File: src/rtl/opb_register_bank.sv
// rtl/opb_register_bank.sv - OPB slave bank of 32-bit software registers
// Read/write control registers and read-only status snapshots behind one address window.
module opb_register_bank #(
   parameter logic [31:0]              C_BASEADDR   = 32'h01000800,
   parameter logic [31:0]              C_HIGHADDR   = 32'h010008FF,
   parameter int                       C_OPB_AWIDTH = 32,
   parameter int                       C_OPB_DWIDTH = 32,
   parameter int                       C_NUM_REGS   = 8,
   parameter logic [63:0]              C_RO_MASK    = '0,
   parameter logic [C_NUM_REGS*32-1:0] C_RST_VAL    = '0,
   parameter                           C_FAMILY     = "virtex5"
) (
   input  logic                       OPB_Clk,
   input  logic                       OPB_Rst_n,
   input  logic [0:31]                OPB_ABus,
   input  logic [0:3]                 OPB_BE,
   input  logic [0:31]                OPB_DBus,
   input  logic                       OPB_RNW,
   input  logic                       OPB_select,
   input  logic                       OPB_seqAddr,
   output logic [0:31]                Sl_DBus,
   output logic                       Sl_xferAck,
   output logic                       Sl_errAck,
   output logic                       Sl_retry,
   output logic                       Sl_toutSup,
   output logic [C_NUM_REGS*32-1:0]   user_data_out,
   input  logic [C_NUM_REGS*32-1:0]   user_data_in,
   output logic [C_NUM_REGS-1:0]      user_wr_stb,
   output logic [C_NUM_REGS-1:0]      user_rd_stb
);

   localparam int IW = (C_NUM_REGS > 1) ? $clog2(C_NUM_REGS) : 1;

   typedef enum logic [1:0] {S_IDLE, S_ACK, S_GAP} state_t;

   state_t        state_q;
   state_t        state_d;

   logic [31:0]   abus;
   logic [31:0]   offset;
   logic [31:0]   widx;
   logic          hit;
   logic          idx_ok;
   logic [IW-1:0] idx_new;
   logic [31:0]   rd_word;

   logic [IW-1:0] idx_q;
   logic          ok_q;
   logic          rnw_q;
   logic [3:0]    be_q;
   logic [31:0]   wdata_q;
   logic [31:0]   rdata_q;

   logic          do_latch;
   logic          wr_fire;
   logic          rd_fire;
   logic          is_ro;

   logic [31:0]   regs_q [C_NUM_REGS];

   logic          unused_inputs;

   // OPB bit 0 is the MSB, so a plain vector copy gives the numeric register view.
   assign abus    = OPB_ABus;
   assign offset  = abus - C_BASEADDR;
   assign widx    = offset >> 2;
   assign hit     = OPB_select && (abus >= C_BASEADDR) && (abus <= C_HIGHADDR);
   assign idx_ok  = widx < 32'(C_NUM_REGS);
   assign idx_new = widx[IW-1:0];
   assign is_ro   = C_RO_MASK[idx_q];

   assign Sl_errAck     = 1'b0;
   assign Sl_retry      = 1'b0;
   assign Sl_toutSup    = 1'b0;
   assign unused_inputs = OPB_seqAddr;

   always_comb begin
      rd_word = '0;
      if (idx_ok) begin
         if (C_RO_MASK[idx_new])
            rd_word = user_data_in[32*idx_new +: 32];
         else
            rd_word = regs_q[idx_new];
      end
   end

   always_ff @(posedge OPB_Clk or negedge OPB_Rst_n) begin
      if (!OPB_Rst_n)
         state_q <= S_IDLE;
      else
         state_q <= state_d;
   end

   // A dropped select during ACK is an abort: no ack, no data, no side effects.
   always_comb begin
      state_d    = state_q;
      do_latch   = 1'b0;
      wr_fire    = 1'b0;
      rd_fire    = 1'b0;
      Sl_xferAck = 1'b0;
      Sl_DBus    = '0;
      case (state_q)
         S_IDLE: begin
            if (hit) begin
               state_d  = S_ACK;
               do_latch = 1'b1;
            end
         end
         S_ACK: begin
            state_d = S_GAP;
            if (OPB_select) begin
               Sl_xferAck = 1'b1;
               if (rnw_q)
                  Sl_DBus = rdata_q;
               wr_fire = !rnw_q && ok_q && !is_ro;
               rd_fire = rnw_q && ok_q && is_ro;
            end
         end
         S_GAP:   state_d = S_IDLE;
         default: state_d = S_IDLE;
      endcase
   end

   always_ff @(posedge OPB_Clk or negedge OPB_Rst_n) begin
      if (!OPB_Rst_n) begin
         idx_q   <= '0;
         ok_q    <= 1'b0;
         rnw_q   <= 1'b0;
         be_q    <= '0;
         wdata_q <= '0;
         rdata_q <= '0;
      end else if (do_latch) begin
         idx_q   <= idx_new;
         ok_q    <= idx_ok;
         rnw_q   <= OPB_RNW;
         be_q    <= OPB_BE;
         wdata_q <= OPB_DBus;
         rdata_q <= rd_word;
      end
   end

   // be_q[j] enables register byte j; OPB_BE[0] landed in be_q[3] (bits 31:24).
   always_ff @(posedge OPB_Clk or negedge OPB_Rst_n) begin
      if (!OPB_Rst_n) begin
         for (int i = 0; i < C_NUM_REGS; i++)
            regs_q[i] <= C_RST_VAL[32*i +: 32];
      end else if (wr_fire) begin
         for (int j = 0; j < 4; j++)
            if (be_q[j])
               regs_q[idx_q][8*j +: 8] <= wdata_q[8*j +: 8];
      end
   end

   always_ff @(posedge OPB_Clk or negedge OPB_Rst_n) begin
      if (!OPB_Rst_n) begin
         user_wr_stb <= '0;
         user_rd_stb <= '0;
      end else begin
         user_wr_stb <= '0;
         user_rd_stb <= '0;
         if (wr_fire)
            user_wr_stb[idx_q] <= 1'b1;
         if (rd_fire)
            user_rd_stb[idx_q] <= 1'b1;
      end
   end

   for (genvar i = 0; i < C_NUM_REGS; i++) begin : g_out
      assign user_data_out[32*i +: 32] = C_RO_MASK[i] ? 32'h0 : regs_q[i];
   end

endmodule
File: config.mk
export PLATFORM = sky130hd
export DESIGN_NAME = opb_register_bank
export DESIGN_NICKNAME = d
export VERILOG_FILES = /design/src/rtl/opb_register_bank.sv
export SDC_FILE = /design/constraint.sdc
export NUM_CORES = 1
export LEC_CHECK = 0
export ABC_AREA = 1
export CORE_AREA = 8 8 245 247
export CTS_BUF_LIST = sky130_fd_sc_hd__clkbuf_2
export CTS_CLUSTER_DIAMETER = 30
export DETAILED_ROUTE_END_ITERATION = 10
export DIE_AREA = 0 0 253 255
export HOLD_SLACK_MARGIN = 0.05
export PLACE_DENSITY_LB_ADDON = 0.1
export SYNTH_ARGS = -nofsm -noshare
export SYNTH_HDL_FRONTEND = slang
export SYNTH_SLANG_ARGS = --single-unit
File: constraint.sdc
create_clock -name OPB_Clk -period 3.44 [get_ports OPB_Clk]
set_input_delay 0.688 -clock OPB_Clk [delete_from_list [all_inputs] [get_ports OPB_Clk]]
set_output_delay 0.688 -clock OPB_Clk [all_outputs]
set_load 0.01 [all_outputs]
=== After elaboration in Yosys (flattened, before gate mapping) ===
Memories as Yosys holds them, arrays and structs flattened.
Index checks and enable logic that the tools add are counted.

* Register bits after elaboration: 347
* Bits in latches: 0
* RAM bits: 0
* ROM bits: 16
* Logic and storage cells: 89
* Memories: 2

{| class="wikitable"
|+ Memory list
! name !! words !! width !! rd ports !! clocked after Yosys merged registers in !! write ports !! RTL line !! RTL
|-
| (no name shown) || 8 || 1 || 1 || 0 || 0 || 80 || <nowiki>if (C_RO_MASK[idx_new])</nowiki>
|-
| (no name shown) || 8 || 1 || 1 || 0 || 0 || 70 || <nowiki>assign is_ro = C_RO_MASK[idx_q];</nowiki>
|}

* $add $sub $neg: 1
* Multipliers: 0
* Div/mod/pow operators: 0
* $lt $le $gt $ge: 10
* Eq/ne operators: 2
* Shift operators: 1
* Muxes and demuxes: 43
* Bitwise logic cells: 2
* Reductions and logical operators: 11

{| class="wikitable"
|+ Operators with widths
! kind !! number
|-
| $mux W256 || 7
|-
| $bwmux W256 || 4
|-
| $demux W32 S3 || 4
|-
| $mux W32 || 8
|-
| $shiftx A256 B9 Y32 || 1
|-
| $bmux W32 S3 || 1
|-
| $ge A32 B25 Y1 const B || 1
|-
| $le A32 B25 Y1 const B || 1
|-
| $sub A32 B25 Y32 const B || 1
|-
| $lt A30 B4 Y1 const B || 1
|-
| $mux W24 || 1
|-
| $mux W8 || 3
|-
| $mux W16 || 1
|-
| $lt A3 B7 Y1 const B || 2
|-
| $mux W1 || 11
|-
| $ge A4 B4 Y1 const B || 2
|-
| $logic_and A1 B1 Y1 || 8
|-
| $not A3 Y4 || 2
|-
| $lt A3 B4 Y1 const B || 1
|-
| $lt A4 B1 Y1 const B || 1
|-
| $pmux W2 S2 || 1
|-
| $demux W1 S3 || 1
|-
| $ge A3 B1 Y1 const B || 1
|-
| $eq A2 B1 Y1 const B || 1
|-
| other kinds (4) || 5
|}

=== Depth between registers and ports, before layout ===
* Depth after elaboration: 16
* Depth in mapped cells: 14

=== Worst setup path before layout ===
No wires, ideal clock.

* Kind: input to output
* From: input port OPB_select
* To: output port Sl_DBus[11] (netlist name)
* Data arrival time: 1.507 ns
* Setup slack: 1.245 ns
* Stages: 5
* Path buffers: 1
* Path through: inv_1 nor2_1 nand2_1 clkbuf_1 nor2_1

* Cells in the longest elaborated chain, start to end: 2

{| class="wikitable"
|+ RTL lines
! item !! RTL line !! RTL
|-
| start: declaration || 19 || <nowiki>input logic OPB_select,</nowiki>
|-
| $mux W32 || 111 || <nowiki>if (OPB_select) begin</nowiki>
|-
| $mux W32 || 102 || <nowiki>case (state_q)</nowiki>
|-
| end: declaration || 21 || <nowiki>output logic [0:31] Sl_DBus,</nowiki>
|}

Every way passes these cells.

=== Worst setup path in the final report ===
* From: register state_q[1]
* To: output port Sl_DBus[1] (netlist name)

* Cells in the longest elaborated chain, start to end: 2

{| class="wikitable"
|+ RTL lines
! item !! RTL line !! RTL
|-
| start: declaration || 36 || <nowiki>state_t state_q;</nowiki>
|-
| start signal: assignment || 91 || <nowiki>state_q <= state_d;</nowiki>
|-
| $eq A2 B1 Y1 || 102 ||
|-
| $mux W32 || 102 ||
|}

Every way passes these cells.

==> flow_summary.json <==
{
  "status": "completed",
  "grt_usage_pct": 20.1,
  "ff_latch_area_um2": 8480,
  "dpl-instance-area_um2": 20000,
  "hold_path.class": "in2reg",
  "synth_top_area_share_pct": 55.4,
  "die_h_um": 255,
  "intPower_uw": 5450,
  "port_buffers": 368,
  "fp.dieW_um": 253,
  "die_area_um2": 64500,
  "worst-setup-path-type": "reg2out",
  "slew_headroom_pct": 44.7,
  "tightest_slew_ns": 0.830,
  "synth.area.top_cells": "dfrtp_1, nand2_1, o21ai_0, nor2_1, inv_1",
  "p_clk_share_pct": 41.7,
  "num_rows": 87,
  "min_from": "OPB_DBus[3]",
  "p_seq_share_pct": 51.8,
  "overflow": 0,
  "hold_viol_final": 0,
  "first_iter_violations": 921,
  "fin_setup_tns_ns": 0,
  "clock_path_buffers": 3,
  "grt_pass1_vias": 14900,
  "clock-sinks": 339,
  "start_util_pct": 27.4,
  "num_io_pins": 637,
  "slew_viol_final": 0,
  "startpoint": "state_q[1]",
  "synth-seq-area-share_pct": 55.4,
  "synth_warnings": 0,
  "setup_viol": 0,
  "syn_area_per_cell_um2": 8.26,
  "timing.rr.start": "state_q[1]",
  "crit_required_ns": 2.75,
  "clock_latency_ns": 1.07,
  "period_needed_ns": 3.22,
  "endpoint_kind": "output port",
  "clock-root-buffer": "clkbuf_2",
  "core_area_um2": 56000,
  "arrival_ns": 2.53,
  "multi_input_area_um2": 6020,
  "cts_buffers": 106,
  "max_freq_mhz": 311,
  "worst-path-buf-inv": 3,
  "timing.final.ws_setup_ns": 0.221,
  "switching_share_pct": 29.1,
  "cp_max_fo": 8,
  "cts_tree": "done",
  "routed-via-count": 14700,
  "hpwl_um": 47200,
  "cts_post_setup_buffers_inserted": 0,
  "place_ws_ns": 0.128,
  "critPathSlowestCell": "dfrtp_1",
  "cap_violations": 0,
  "clk_pin_slew_ns": 0.08,
  "crit_chain": "nor2_2, inv_2, nor2_4, nand2_4, buf_4, nor2_1, dlygate4sd2_1",
  "start_kind": "flop",
  "globalplace.congestion": 0.845,
  "antenna_found_initial": 5,
  "cpPeakStageDelay_ns": 0.40,
  "skew_ns": 0.108,
  "avgViaCountPerCell": 4.68,
  "yosysTopAreaCell": "dfrtp_1",
  "crit_family": "buffers and inverters",
  "p_switching_uw": 2230,
  "fill_cells": 5984,
  "synth_cells": 1854,
  "final_layout_size_suffix_gt1_share_pct": 10.3,
  "vdd_drop_max_mv": 0.173,
  "grt_pass1_wl_um": 97500,
  "fin_area_um2": 21100,
  "nets": 2619,
  "comb_power_share_pct": 6.4,
  "syn_area_um2": 15300,
  "power_density_nw_per_um2": 364,
  "antenna_left": 0,
  "htree_levels": 3,
  "async_reset_ff_share_pct": 100,
  "area_delta_synth_final_pct": 37.7,
  "firstDrtPassIters": 5,
  "p_leak_uw": 0.00950,
  "drc_errors": 0,
  "synth_ff_type": "dfrtp_1",
  "synthDistinctLibCells": 34,
  "ys_ff_latch": 339,
  "synth_edf_count": 0,
  "min_period_over_period_pct": 93.6,
  "grt_max_degree": 92,
  "avgRoutedWirePerCell_um": 21.1,
  "drt-total-wl_um": 66100
}
registers in the layout (all words and copies together) (netlist names):
signal,cells
state_q,2
user_wr_stb,8
rnw_q,1
be_q,4
rdata_q,32
idx_q,3
ok_q,1
user_data_out,256
wdata_q,32
path summary, 6_finish.rpt:
check	cells past startpoint	slack [ns]	end
max in group asynchronous	3	2.29	ok_q
hold reg to reg	1	0.46	state_q[1]
setup / recovery	7	0.22	Sl_DBus[1]
hold / removal	3	0.23	wdata_q[28]
setup reg to reg	7	1.12	user_data_out[93]
min in group asynchronous	2	0.27	user_data_out[92]
area by class of cell:
class,count,area share (%)
clock inverters,45,1.08
well taps,756,4.48
flip-flops and latches,339,40.2
inverters,101,1.81
clock buffers,151,3.58
diodes,2,0.0237
repair buffers,426,20.3
multi-input cells,1314,28.5
worst register-to-register path, cell delays in order, from the launching register on:
cell and delay, ns:
dfrtp_1 0.40, nor2_2 0.14, inv_2 0.08, nor4_4 0.26, nand2_1 0.17, nor2_1 0.44, nand2_1 0.43, o21ai_0 0.28
through the flow:
step	hold slack (ns)	instances	total power [uW]	util (%)
after detailed placement	0.445	2918	4540	35.7
after global placement	0.438	2918	4540	35.7
final	0.231	3134	7680	37.7
after CTS	0.0526	3132	7860	37.7
after global routing	0.133	3134	8100	37.7
after floorplan	0.392	1864	4260	-
cell usage after synthesis (2+ instances only):
master	count
a21oi_1	70
a221oi_1	2
a32o_1	31
buf_1	10
buf_2	13
buf_4	16
buf_6	4
clkbuf_1	67
dfrtp_1	339
ha_1	2
inv_1	97
inv_2	3
nand2_1	543
nand2_4	4
nand3_1	44
nand4_1	5
nor2_1	185
nor2_2	6
nor3_1	3
nor3_2	4
o21ai_0	330
o21ai_1	32
o22ai_1	31
or2_2	2
xor2_1	2
what timing repair did:
| item | in CTS | in global routing |
|---|---|---|
| endpoints found under the setup margin | 32 | 1 |
| resized for setup | 33 | 1 |
| pin swaps | 0 | 0 |
| hold endpoints to repair | 135 | 0 |
| hold buffers | 18 | 0 |
| cloned | 0 | 0 |
power groups by stage:
| stage | registers (uW) | clock network [uW] | logic, uW |
|---|---|---|---|
| floorplan | 4060 | 0 | 202 |
| global placement | 4060 | 0 | 484 |
| detailed placement | 4060 | 0 | 483 |
| CTS | 3980 | 3380 | 504 |
| global route | 3980 | 3570 | 548 |
| finish | 3980 | 3210 | 493 |
cells by family after synthesis:
family | share of synthesized area, %
AOI/OAI and AO/OA | 17.6
xor gates and xnor gates | 0.114
adders and majority gates | 0.163
buffers and inverters | 5.86
DFF | 55.4
other | 0.0245
and+or+nand+nor | 20.9
layout by cell type, fill, tap and decap left out, types with 32 or more instances in the layout:
master           netlist  routed
a21oi_1               70      70
clkbuf_2               0     151
nor2_1               185     184
inv_1                 97      96
o21ai_1               32      32
o21ai_0              330     330
nand2_1              543     542
dfrtp_1              339     339
nand3_1               44      43
clkdlybuf4s50_1        0     333
routing by layer:
| metal | share of wire [%] | global-route usage [%] |
|---|---|---|
| met1 | 45 | 27.0 |
| met2 | 42 | 29.3 |
| met3 | 11 | 8.65 |
| met4 | 1.6 | 5.52 |
| met5 | 0.041 | 0 |
Note: power is estimated with default switching activity, not from simulation.
